--- config.mk ---
export PLATFORM = sky130hd
export DESIGN_NAME = pulse_path_sched
export DESIGN_NICKNAME = d
export VERILOG_FILES = /design/src/rtl/pulse_path_sched.sv
export SDC_FILE = /design/constraint.sdc
export NUM_CORES = 1
export LEC_CHECK = 0
export ABC_AREA = 1
export ABC_CLOCK_PERIOD_IN_PS = 3300
export BUFFER_PORTS_ARGS = -buffer_cell sky130_fd_sc_hd__buf_4
export CAP_MARGIN = 20
export CORE_MARGIN = 10
export CORE_UTILIZATION = 55
export CTS_BUF_LIST = sky130_fd_sc_hd__clkbuf_4
export CTS_CLUSTER_SIZE = 40
export DETAILED_ROUTE_END_ITERATION = 7
export PLACE_DENSITY_LB_ADDON = 0.08
export SETUP_SLACK_MARGIN = 0.15
export SLEW_MARGIN = 30
export SYNTH_ARGS = -nofsm -noshare
export SYNTH_HDL_FRONTEND = slang
export SYNTH_SLANG_ARGS = --single-unit
export TNS_END_PERCENT = 20
--- constraint.sdc ---
create_clock -name clk -period 3.3 [get_ports clk]
set_clock_uncertainty 0.2 [all_clocks]
set_input_delay 0.66 -clock clk [delete_from_list [all_inputs] [get_ports clk]]
set_output_delay 0.66 -clock clk [all_outputs]
set_load 0.01 [all_outputs]
--- src/rtl/pulse_path_sched.sv ---
// Single-path pulse scheduler: rise/fall delays, reject/error pulse limits and
// showcancelled / on-event / on-detect X-window policy. Pulse style locks at first edge.
module pulse_path_sched #(
  parameter int RISE_DLY   = 2,
  parameter int FALL_DLY   = 3,
  parameter int REJECT_LIM = 1,
  parameter int ERROR_LIM  = 4,
  parameter int CNT_W      = 8
) (
  input  logic             clk,
  input  logic             rst_n,
  input  logic             in_sig,
  input  logic             cfg_show_cancelled,
  input  logic             cfg_on_detect,
  output logic             out_val,
  output logic             out_x,
  output logic             pend,
  output logic             cfg_err,
  output logic [CNT_W-1:0] cancel_cnt,
  output logic [CNT_W-1:0] err_cnt
);
  localparam int MAXD0 = (RISE_DLY > FALL_DLY) ? RISE_DLY : FALL_DLY;
  localparam int MAXD  = (ERROR_LIM > MAXD0) ? ERROR_LIM : MAXD0;
  localparam int TW    = $clog2(MAXD + 2);
  localparam logic [TW-1:0] RISE_T = TW'(RISE_DLY);
  localparam logic [TW-1:0] FALL_T = TW'(FALL_DLY);
  localparam logic [TW-1:0] REJ_T  = TW'(REJECT_LIM);
  localparam logic [TW-1:0] ONE_T  = TW'(1);
  localparam logic [TW-1:0] TWO_T  = TW'(2);

  typedef enum logic [1:0] {IDLE = 2'd0, PEND = 2'd1, XWIN = 2'd2} state_t;

  state_t state_reg, state_next;
  logic in_q_reg, pv_reg, pv_next;
  logic out_val_reg, out_val_next, out_x_reg, out_x_next;
  logic locked_reg, locked_next, show_lat_reg, show_lat_next, det_lat_reg, det_lat_next;
  logic cfg_err_reg, cfg_err_next;
  // rem/xs/xe count cycles remaining to their target, measured from the last clock
  logic [TW-1:0] rem_reg, rem_next, age_reg, age_next;
  logic [TW-1:0] xs_reg, xs_next, xe_reg, xe_next;
  logic [CNT_W-1:0] cancel_reg, cancel_next, err_reg, err_next;
  logic edge_det, show_eff, det_eff, cancel_inc, err_inc;
  logic [TW-1:0] d_sel, w_cur, r_cur, s_off, e_off;

  always_comb begin
    state_next    = state_reg;
    pv_next       = pv_reg;
    rem_next      = rem_reg;
    age_next      = age_reg;
    xs_next       = xs_reg;
    xe_next       = xe_reg;
    out_val_next  = out_val_reg;
    out_x_next    = out_x_reg;
    locked_next   = locked_reg;
    show_lat_next = show_lat_reg;
    det_lat_next  = det_lat_reg;
    cancel_inc    = 1'b0;
    err_inc       = 1'b0;
    edge_det      = (in_sig != in_q_reg);
    d_sel         = in_sig ? RISE_T : FALL_T;
    show_eff      = locked_reg ? show_lat_reg : cfg_show_cancelled;
    det_eff       = locked_reg ? det_lat_reg : cfg_on_detect;
    w_cur         = age_reg + ONE_T;
    r_cur         = rem_reg - ONE_T;
    s_off         = ONE_T;
    e_off         = TWO_T;
    cfg_err_next  = cfg_err_reg | (locked_reg & ((cfg_show_cancelled != show_lat_reg) |
                                                 (cfg_on_detect != det_lat_reg)));
    if (edge_det && !locked_reg) begin
      locked_next   = 1'b1;
      show_lat_next = cfg_show_cancelled;
      det_lat_next  = cfg_on_detect;
    end

    // Anything due this cycle retires before the edge is considered
    case (state_reg)
      PEND: begin
        if (rem_reg == ONE_T) begin
          out_val_next = pv_reg;
          state_next   = IDLE;
        end else begin
          rem_next = r_cur;
          age_next = w_cur;
        end
      end
      XWIN: begin
        if (xs_reg == ONE_T) out_x_next = 1'b1;
        if (xs_reg != '0) xs_next = xs_reg - ONE_T;
        if (xe_reg == ONE_T) begin
          out_x_next   = 1'b0;
          out_val_next = pv_reg;
          xs_next      = '0;
          state_next   = IDLE;
        end else begin
          xe_next = xe_reg - ONE_T;
        end
      end
      default: ;
    endcase

    if (edge_det) begin
      case (state_next)
        IDLE: begin
          state_next = PEND;
          pv_next    = in_sig;
          rem_next   = d_sel;
          age_next   = '0;
        end
        PEND: begin
          if (w_cur < REJ_T) begin
            cancel_inc = 1'b1;
            state_next = IDLE;
          end else if ((d_sel <= r_cur) && !show_eff) begin
            cancel_inc = 1'b1;
            state_next = IDLE;
          end else begin
            err_inc    = 1'b1;
            state_next = XWIN;
            pv_next    = in_sig;
            if (d_sel <= r_cur) begin
              e_off = r_cur;
              s_off = det_eff ? ONE_T : d_sel;
            end else begin
              e_off = d_sel;
              s_off = det_eff ? ONE_T : r_cur;
            end
            // Keep at least one cycle of X between start and end
            if (e_off <= s_off) begin
              if (e_off > ONE_T) s_off = e_off - ONE_T;
              else begin
                s_off = ONE_T;
                e_off = TWO_T;
              end
            end
            xs_next = s_off;
            xe_next = e_off;
          end
        end
        XWIN: begin
          err_inc = 1'b1;
          pv_next = in_sig;
          xe_next = d_sel;
          if (!out_x_next) begin
            xs_next = ONE_T;
            if (d_sel < TWO_T) xe_next = TWO_T;
          end
        end
        default: ;
      endcase
    end
  end

  assign cancel_next = (cancel_inc && (cancel_reg != '1)) ? cancel_reg + 1'b1 : cancel_reg;
  assign err_next    = (err_inc && (err_reg != '1)) ? err_reg + 1'b1 : err_reg;

  always_ff @(posedge clk or negedge rst_n) begin
    if (!rst_n) begin
      state_reg    <= IDLE;
      in_q_reg     <= 1'b0;
      pv_reg       <= 1'b0;
      rem_reg      <= '0;
      age_reg      <= '0;
      xs_reg       <= '0;
      xe_reg       <= '0;
      out_val_reg  <= 1'b0;
      out_x_reg    <= 1'b0;
      locked_reg   <= 1'b0;
      show_lat_reg <= 1'b0;
      det_lat_reg  <= 1'b0;
      cfg_err_reg  <= 1'b0;
      cancel_reg   <= '0;
      err_reg      <= '0;
    end else begin
      state_reg    <= state_next;
      in_q_reg     <= in_sig;
      pv_reg       <= pv_next;
      rem_reg      <= rem_next;
      age_reg      <= age_next;
      xs_reg       <= xs_next;
      xe_reg       <= xe_next;
      out_val_reg  <= out_val_next;
      out_x_reg    <= out_x_next;
      locked_reg   <= locked_next;
      show_lat_reg <= show_lat_next;
      det_lat_reg  <= det_lat_next;
      cfg_err_reg  <= cfg_err_next;
      cancel_reg   <= cancel_next;
      err_reg      <= err_next;
    end
  end

  assign out_val    = out_val_reg;
  assign out_x      = out_x_reg;
  assign pend       = (state_reg != IDLE);
  assign cfg_err    = cfg_err_reg;
  assign cancel_cnt = cancel_reg;
  assign err_cnt    = err_reg;
endmodule

==> results of run 1 <==
-- worst min path at each step --
stage	startpoint	cells past startpoint	endpoint	slack (ns)
6_report	rst_n	1	rem_reg[2]$_DFF_PN0_	0.05
4_1_cts	rst_n	1	rem_reg[2]$_DFF_PN0_	0.07
3_5_place_dp	cfg_err$_DFF_PN0_	1	cfg_err$_DFF_PN0_	0.26
5_1_grt	rst_n	1	err_cnt[7]$_DFFE_PN0P_	0.06
3_3_place_gp	cfg_err$_DFF_PN0_	1	cfg_err$_DFF_PN0_	0.26
2_1_floorplan	rst_n	0	age_reg[0]$_DFF_PN0_	0.16
-- stage by stage --
stage | power, uW | worst slack (ns) | area [um2]
6_report | 2430 | 0.531 | 2680
5_1_grt | 2720 | 0.182 | 2680
4_1_cts | 2450 | 0.511 | 2680
3_5_place_dp | 2210 | 0.549 | 2630
3_3_place_gp | 2190 | 0.616 | 2630
2_1_floorplan | 1830 | 0.744 | 2390
-- critical path: cells and delay by family, from the launching register on --
kind                     cells  cell delay, ns
AND/OR/NAND/NOR              5            0.57
adder cells (fa/ha/maj)      2            0.53
AO/OA/AOI/OAI                2            0.45
flip-flops                   1            0.43
buffers and inverters        4            0.34
XOR/XNOR                     1            0.14
-- layer usage --
layer	routed length, um	track usage	vias to the layer above
li1	-	-	953
met5	0	0	-
met3	191	0.0454	6
met2	2080	0.209	27
met4	68	0.0494	0
met1	2330	0.179	865
-- power groups by stage --
| stage | clock network, uW | registers, uW | logic [uW] |
|---|---|---|---|
| after global placement | 0 | 743 | 1450 |
| after detailed placement | 0 | 744 | 1470 |
| after global routing | 262 | 757 | 1700 |
| after floorplan | 0 | 747 | 1080 |
| final | 224 | 737 | 1470 |
| after CTS | 236 | 738 | 1480 |
-- layout by cell type, fill, tap and decap left out, types with 5 or more instances in the layout --
master     n
o21ai_0   19
nand2_1   51
inv_1     34
nand2_4    5
dfrtp_1   38
xnor2_1    9
ha_1      21
clkbuf_4   5
nand3_1   20
buf_4     24
a21oi_1   11
xor2_1    11
nor2_1    22
-- kinds of logic (layout without fill, tap and decap cells) --
logic type               after synthesis  after routing  share of synthesized area
adder cells (fa/ha/maj)               21             21                      0.110
AO/OA/AOI/OAI                         42             42                      0.110
flip-flops                            38             38                      0.398
AND/OR/NAND/NOR                      112            112                      0.228
multiplexers                           4              4                     0.0220
buffers and inverters                 38             68                     0.0597
XOR/XNOR                              20             20                     0.0733
-- final cells by class --
type	instances	share of cell area
Clock buffer	5	0.0140
Clock inverter	2	0.00374
Sequential cell	38	0.355
Multi-Input combinational cell	199	0.485
Tap cell	50	0.0234
Timing Repair Buffer	24	0.0673
Inverter	37	0.0519
==> run summary, run 1 <==
Run status -> completed
Final Hold Vio Count -> 0
GRT Resource Usage Total -> 0.138
Crit path from -> state_reg[0]$_DFF_PN0_
Clock sink count -> 38
Post-synthesis area per instance -> 8.69 um2
PostCTS Resize Cnt -> 0
CTS Buffer Depth -> 2
Total CTS buffers -> 5
Number of post-CTS setup repair buffers -> 0
Post-synth EDFFs -> 0
Worst-Skew Late Latency -> 0.34 ns
Primary FF master, synth -> dfrtp_1
Final #Nets -> 331
Utilization after layout -> 0.651
Worst min path class -> primary input to asynchronous set/reset pin
Crit end category -> flop
Final Non-Filler Cells -> 355
Worst hold margin -> 0.0529 ns
Starting Density -> 0.581
Most Frequent Cell on Critical Path -> inv_1
Crit path time final -> 2.77 ns
Synth top cells by count -> 51 x nand2_1, 38 x dfrtp_1, 34 x inv_1
WL/cell -> 13.1 um
Clk pwr share -> 0.092
Setup violation total in the final timing report -> 0
Peak VDD IR -> 0.531 mV
Syn nets -> 301
Io pins -> 25
Startpoint Class -> flop
Worst path max stage delay -> 0.43 ns
Setup TNS -> 0 ns
Worst R2R Path Depth -> 14
Max_cap viols -> 0
Top-count cell post-synth -> nand2_1
Largest net degree at the start of global routing -> 39
DRC viols -> 0
Pint -> 1260 uW
Placed Instances -> 348
Post-route clock period utilization -> 0.839
Pwr Density -> 908 mW/mm2
Hpwl dp -> 3.59 mm
Gate power share -> 0.604
Asr flop ratio synth -> 1.00
Register clock-pin slew on the reported worst setup and hold paths -> 0.11 ns
Reg2Reg Launch Point -> state_reg[0]$_DFF_PN0_
Total grt overflow -> 0
Vias per cell -> 5.21
Die width -> 85.9 um
Htree depth -> 2
CP Max Fanout -> 9
Die area -> 0.00738 mm2
Filler Cells Inserted -> 363
Warnings from Yosys -> 0
Critical path cell sequence -> inv_1 > ha_1 > inv_1 > o21ai_0 > inv_1 > nand2_1 > nand2_1 > inv_1 > ha_1 > a21boi_4 > nand3_4 > nor2_4 > nand3_1 > xnor2_1
Count of final max-slew check failures -> 0
TritonCTS clock tree -> yes
Synth area leaders -> dfrtp_1 40%, ha_1 11%, nand2_1 8.0%
Multi-input gate area -> 0.00130 mm2
Leading area contributor after synthesis -> dfrtp_1
DRT Wirelength -> 4.67 mm
R2r endpoint -> cancel_cnt[7]$_DFFE_PN0P_
Port Buffers -> 24
Register bit total from synthesis -> 38
Flop-to-flop setup slack -> 0.53 ns
Share of cells above drive strength 1 -> 0.174
Switching power total -> 1170 uW
Required time of the critical path -> 3.34 ns
First-pass GRT wire length -> 8.34 mm
Slew margin rel. -> 0.679
FF/Latch Area -> 951 um2
Area Overhead vs Synth -> 12.0%
Die H -> 85.9 um
# diodes -> 0
Core area -> 0.00412 mm2
Number of global-route vias before repair -> 1840
Initial antenna violation count -> 0
Row count -> 23
Crit path capture -> cancel_cnt[7]$_DFFE_PN0P_
Critical path class -> flop to flop
Post-Synthesis Cell Area -> 0.00239 mm2
Slowest cell on crit path -> dfrtp_1
Gpl congestion -> 0.879
Sw frac -> 0.482
Final ANT Viol Nets -> 0
Top cell type's share of synthesized area -> 0.398
DR vias -> 1851
Worst Max-Slew Pin Slew -> 0.481 ns
Pleak -> 0.00138 uW
Sequential power share -> 0.303
Hold-fix buffers, CTS -> 0
Worst path arrival time -> 2.81 ns
Seq/Total Area, Yosys -> 0.398
Unrepaired setup endpoints after global routing -> no
Netlist cell types -> 35
Initial DRC count -> 119
Drt first pass iters -> 4
Root Buffer -> clkbuf_4
Syn Inst Count -> 275
FMAX -> 361 MHz
Power figures use the tool's default switching activity.
==> run 2: changes to the inputs <==
- ABC_AREA: 1 -> 0
- ABC_CLOCK_PERIOD_IN_PS: 3300 -> 2600
- clock period: 3.3 -> 2.6 ns (I/O delays scaled with it)
==> run summary, run 2 <==
FMAX -> 397 MHz (+9.8%)
DR vias -> 2051 (+11%)
Row count -> 24 (+4.3%)
Total CTS buffers -> 5 (unchanged)
Worst R2R Path Depth -> 11 (-3)
Required time of the critical path -> 2.64 ns (-0.70 ns)
Post-synthesis area per instance -> 9.75 um2 (+12%)
Starting Density -> 0.569 (-0.0121)
Reg2Reg Launch Point -> rem_reg[0]$_DFF_PN0_
Core area -> 0.00435 mm2 (+5.8%)
Largest net degree at the start of global routing -> 39 (unchanged)
Slew margin rel. -> 0.622 (-0.0568)
Post-Synthesis Cell Area -> 0.00248 mm2 (+3.6%)
Top cell type's share of synthesized area -> 0.384 (-0.0139)
Hold path cells -> 2
Final ANT Viol Nets -> 0 (unchanged)
Unrepaired setup endpoints after global routing -> yes
Hpwl dp -> 3.91 mm (+8.7%)
Worst min path class -> primary input to flop
Io pins -> 25 (unchanged)
Filler Cells Inserted -> 293 (-19%)
Crit path from -> rem_reg[0]$_DFF_PN0_
Clock sink count -> 38 (unchanged)
Pleak -> 0.00156 uW (+13%)
Netlist cell types -> 51 (+46%)
TritonCTS clock tree -> yes
Register bit total from synthesis -> 38 (unchanged)
Worst Slack Setup Final -> 0.0785 ns (-0.453 ns)
GRT Resource Usage Total -> 0.156 (+0.0179)
Critical path class -> flop to flop
Vias per cell -> 5.45 (+4.6%)
Die H -> 87.1 um (+1.4%)
Die area -> 0.00759 mm2 (+2.8%)
Warnings from Yosys -> 0 (unchanged)
Crit end category -> flop
Count of final max-slew check failures -> 0 (unchanged)
Register clock-pin slew on the reported worst setup and hold paths -> 0.11 ns (about the same)
Worst-Skew Late Latency -> 0.35 ns (about the same)
Pwr Density -> 1340 mW/mm2 (+47%)
Share of cells above drive strength 1 -> 0.377 (+0.203)
Asr flop ratio synth -> 1.00 (unchanged)
Most common cell after layout, fill and taps aside -> buf_4
Startpoint Class -> flop
Area Overhead vs Synth -> 35.2%
Seq/Total Area, Yosys -> 0.384 (-0.0139)
Gpl congestion -> 0.839 (-4.5%)
First-pass GRT wire length -> 9.81 mm (+18%)
Final #Nets -> 349 (+5.4%)
Htree depth -> 2 (unchanged)
Initial DRC count -> 60 (-50%)
Synth area leaders -> dfrtp_1 38%, ha_1 11%, nand2_1 4.2%
Worst slack, placed -> -0.0937 ns (-0.643 ns)
WL/cell -> 14.8 um (+13%)
Post-route clock period utilization -> 0.970 (+0.131)
Peak VDD IR -> 0.629 mV (+19%)
Final Cell Area -> 0.00335 mm2 (+25%)
Worst Max-Slew Pin Slew -> 0.562 ns (+0.0812 ns)
Syn nets -> 280 (-7.0%)
Total grt overflow -> 0 (unchanged)
Setup violation total in the final timing report -> 0 (unchanged)
CTS Buffer Depth -> 2 (unchanged)
Utilization after layout -> 0.769 (+0.118)
DP Area -> 0.00300 mm2 (+14%)
Die width -> 87.1 um (+1.4%)
Syn Inst Count -> 254 (-7.6%)
CP Max Fanout -> 7 (-2)
Max_cap viols -> 0 (unchanged)
HP Start -> cfg_on_detect
Number of global-route vias before repair -> 2179 (+18%)
Design Power -> 4470 uW (+84%)
Initial antenna violation count -> 0 (unchanged)
Primary FF master, synth -> dfrtp_1
# diodes -> 0 (unchanged)
Leading area contributor after synthesis -> dfrtp_1
Synth top cells by count -> 38 x dfrtp_1, 28 x nand2_1, 21 x ha_1
Most frequent cells in the layout -> 63 x buf_4, 38 x dfrtp_1, 22 x nand2_1, 16 x nor2_1, 15 x inv_1
DRT Wirelength -> 5.57 mm (+19%)
Crit path time final -> 2.52 ns (-0.247 ns)
Worst hold margin -> 0.224 ns (+0.171 ns)
Root Buffer -> clkbuf_4
Top-count cell post-synth -> dfrtp_1
Drt first pass iters -> 4 (unchanged)
Run status -> completed
Final Hold Vio Count -> 0 (unchanged)
Worst path arrival time -> 2.57 ns (-0.24 ns)
Port Buffers -> 24 (unchanged)
Post-synth EDFFs -> 0 (unchanged)
DRC viols -> 0 (unchanged)
==> run 2: cell count changes after synthesis, moves of 4 or more <==
cell	previous run	this run
and3_1	0	4
nand2b_1	0	4
o21ai_0	19	9
nand3_1	20	5
nor2_1	22	16
mux2i_1	0	4
nand2_4	5	0
o21ai_1	0	4
nand2_1	51	28
nor2b_1	0	7
inv_1	34	20
==> run 2: path summary, 6_finish.rpt <==
path,to,slack (ns)
min reg2reg,cfg_err$_DFF_PN0_,0.28
min,det_lat_reg$_DFFE_PN0P_,0.22
max reg2reg,cancel_cnt[1]$_DFFE_PN0P_,0.08
min in group asynchronous,det_lat_reg$_DFFE_PN0P_,0.46
max in group asynchronous,xe_reg[0]$_DFF_PN0_,1.39
max,cancel_cnt[1]$_DFFE_PN0P_,0.08
==> run 2: per-layer routing <==
layer,GRT usage,share of wire
met1,0.189,0.44
met4,0.0551,0.016
met5,0,0
met2,0.264,0.51
met3,0.0356,0.035
==> run 2: stage by stage <==
step / cells / TNS (ns)
after floorplan: 254 / 0
after global placement: 350 / -0.140
after detailed placement: 350 / -0.382
after CTS: 367 / 0
after global routing: 376 / -0.166
final: 376 / 0
==> run 2: final cells by class <==
type                    count  area, um2  share of cell area
inverters                  20       75.1              0.0224
repair buffers             67        517               0.154
well taps                  52       65.1              0.0194
clock inverters             3       63.8              0.0191
flip-flops and latches     38        951               0.284
multi-input cells         191       1640               0.490
clock buffers               5       37.5              0.0112
==> run 2: repair_timing <==
action                                  4_1_cts  5_1_grt
setup buffers                                 8        9
pin swaps                                    11       19
endpoints found under the setup margin       18       20
hold endpoints to repair                     38        0
gates resized for setup                      11       14
hold buffers                                  1        0
==> run 2: where the power goes <==
part / switching [uW] / total (uW) / leakage [uW] / internal [uW]
Combinational: 1490 / 3020 / 0.00103 / 1530
Clock: 206 / 502 / 0.0000528 / 296
Sequential: 180 / 952 / 0.000481 / 771
Total: 1870 / 4470 / 0.00156 / 2600
==> run 2: kinds of logic after synthesis <==
| kind of cell | Yosys count | share of synthesized area |
|---|---|---|
| AND/OR/NAND/NOR | 83 | 0.175 |
| AO/OA/AOI/OAI | 53 | 0.164 |
| flip-flops | 38 | 0.384 |
| buffers and inverters | 25 | 0.0399 |
| XOR/XNOR | 24 | 0.0879 |
| adder cells (fa/ha/maj) | 21 | 0.106 |
| multiplexers | 10 | 0.0434 |
==> run 2: critical path, stage by stage, from the launching register on <==
cell and delay [ns]:
dfrtp_1 0.41, buf_4 0.15, ha_2 0.19, inv_2 0.08, o21ai_4 0.06, nand3b_1 0.15, nand2_2 0.10, inv_2 0.08
ha_4 0.15, o21ai_4 0.07, a311oi_4 0.42, mux2_1 0.36
==> run 3: changes to the inputs <==
- PLACE_DENSITY: default -> 0.76
- PLACE_DENSITY_LB_ADDON: 0.08 -> default
==> run summary, run 3 (synthesis results as in run 2) <==
Starting Density -> 0.569 (unchanged)
Io pins -> 25 (unchanged)
Crit path time final -> 2.54 ns (+0.0232 ns)
Worst path arrival time -> 2.63 ns (+0.06 ns)
Required time of the critical path -> 2.69 ns (+0.05 ns)
Worst-Skew Late Latency -> 0.35 ns (about the same)
Port Buffers -> 24 (unchanged)
Slowest cell on crit path -> dfrtp_1
Clock sink count -> 38 (unchanged)
Area Overhead vs Synth -> 33.3%
Count of final max-slew check failures -> 0 (unchanged)
Worst slack, placed -> -0.160 ns (-0.0661 ns)
Placed Instances -> 352 (+0.57%)
Row count -> 24 (unchanged)
Levels on crit path -> 10 (-1)
Vias per cell -> 5.54 (+1.5%)
DRT Wirelength -> 5.70 mm (+2.4%)
Drt first pass iters -> 4 (unchanged)
Setup TNS -> 0 ns (unchanged)
Pwr Density -> 1310 mW/mm2 (-2.0%)
Most Frequent Cell on Critical Path -> ha_4
Peak VDD IR -> 0.842 mV (+34%)
TritonCTS clock tree -> yes
Total CTS buffers -> 5 (unchanged)
Most frequent cells in the layout -> 52 x buf_4, 38 x dfrtp_1, 20 x nand2_1, 16 x nor2_1
Worst path max stage delay -> 0.42 ns (about the same)
Final #Nets -> 343 (-1.7%)
Register clock-pin slew on the reported worst setup and hold paths -> 0.12 ns (about the same)
Root Buffer -> clkbuf_4
Final Hold Vio Count -> 0 (unchanged)
# diodes -> 0 (unchanged)
Core area -> 0.00435 mm2 (unchanged)
CP Max Fanout -> 4 (-3)
Worst R2R Path Depth -> 10 (-1)
FMAX -> 393 MHz (-0.91%)
Max_cap viols -> 0 (unchanged)
Worst min path class -> primary input to flop
Crit path capture -> xs_reg[1]$_DFF_PN0_
Die H -> 87.1 um (unchanged)
Final Non-Filler Cells -> 370 (-1.6%)
Worst Slack Setup Final -> 0.0553 ns (-0.0232 ns)
Number of global-route vias before repair -> 2043 (-6.2%)
Final ANT Viol Nets -> 0 (unchanged)
WL/cell -> 15.4 um (+4.0%)
First-pass GRT wire length -> 9.36 mm (-4.6%)
Gpl congestion -> 0.794 (-5.3%)
CTS Buffer Depth -> 2 (unchanged)
Largest net degree at the start of global routing -> 39 (unchanged)
Unrepaired setup endpoints after global routing -> yes
Share of cells above drive strength 1 -> 0.381 (+0.00396)
Crit path from -> rem_reg[0]$_DFF_PN0_
Critical path cell sequence -> inv_2 > ha_4 > xor2_2 > nand2_2 > ha_4 > and4_1 > a211oi_2 > o211a_2 > mux2i_1 > a2bb2oi_1
Reg2Reg Launch Point -> rem_reg[0]$_DFF_PN0_
Crit end category -> flop
Pleak -> 0.00157 uW (+0.78%)
Run status -> completed
Most common cell after layout, fill and taps aside -> buf_4
Slew margin rel. -> 0.675 (+0.0526)
GRT Resource Usage Total -> 0.151 (-0.00558)
Bufs and invs on worst path -> 1 (-2)
Cell family with the largest share of critical-path delay -> compound AO/OA/AOI/OAI gates
Worst Max-Slew Pin Slew -> 0.488 ns (-0.0749 ns)
HP Start -> cfg_show_cancelled
Die width -> 87.1 um (unchanged)
Initial antenna violation count -> 0 (unchanged)
Critical path class -> flop to flop
Htree depth -> 2 (unchanged)
Hpwl dp -> 4.08 mm (+4.4%)
Setup violation total in the final timing report -> 0 (unchanged)
Post-route clock period utilization -> 0.979 (+0.00892)
Flop-to-flop setup slack -> 0.06 ns (-0.02 ns)
Initial DRC count -> 68 (+13%)
Die area -> 0.00759 mm2 (unchanged)
DR vias -> 2049 (-0.098%)
Design Power -> 4320 uW (-3.4%)
Total grt overflow -> 0 (unchanged)
DRC viols -> 0 (unchanged)
R2r endpoint -> xs_reg[1]$_DFF_PN0_
Startpoint Class -> flop
-- run 3: cell types whose count changed in the layout (fill, tap and decap cells not counted), sizes merged --
cell | before | now
buf | 66 | 60
clkbuf | 5 | 6
clkinv | 1 | 2
bufinv | 2 | 0
-- run 3: power breakdown --
group          leakage [uW]  internal [uW]  switching, uW
Sequential         0.000481            771            193
Combinational       0.00106           1530           1510
Clock             0.0000331            112            201
Total               0.00157           2410           1910
-- run 3: per-layer routing --
| layer | vias up | wire length [um] | GRT usage | share of wire |
|---|---|---|---|---|
| met5 | - | 0 | 0 | 0 |
| met4 | 0 | 98 | 0.0580 | 0.017 |
| met3 | 10 | 166 | 0.0290 | 0.029 |
| met2 | 34 | 2980 | 0.262 | 0.52 |
| met1 | 993 | 2450 | 0.177 | 0.43 |
| li1 | 1012 | - | - | - |
-- run 3: through the flow --
step	util	area, um2	hold slack (ns)
2_1_floorplan	-	2620	0.0244
3_3_place_gp	0.695	3030	0.250
3_5_place_dp	0.695	3030	0.254
4_1_cts	0.724	3150	0.217
5_1_grt	0.758	3300	0.227
6_report	0.758	3300	0.220
-- run 3: what timing repair did --
action / 4_1_cts / 5_1_grt
hold buffers: 1 / 0
gates resized for setup: 11 / 25
cloned: 0 / 0
setup buffers: 4 / 5
endpoints found under the setup margin: 19 / 21
pin swaps: 9 / 10
endpoints found under the hold margin: 38 / 0
-- run 3: area by class of cell --
type	instances	area (um2)
multi-input cells	191	1660
fillers	306	1050
flip-flops and latches	38	951
repair buffers	61	499
inverters	20	75.1
well taps	52	65.1
clock buffers	6	45.0
clock inverters	2	8.76
-- run 3: how the worst min path moves through the flow --
| stage | end | slack, ns | cells after the start |
|---|---|---|---|
| final | show_lat_reg$_DFFE_PN0P_ | 0.22 | 2 |
| after floorplan | age_reg[0]$_DFF_PN0_ | 0.02 | 0 |
| after global placement | cfg_err$_DFF_PN0_ | 0.25 | 1 |
| after detailed placement | cfg_err$_DFF_PN0_ | 0.25 | 1 |
| after CTS | show_lat_reg$_DFFE_PN0P_ | 0.22 | 2 |
| after global routing | show_lat_reg$_DFFE_PN0P_ | 0.23 | 2 |
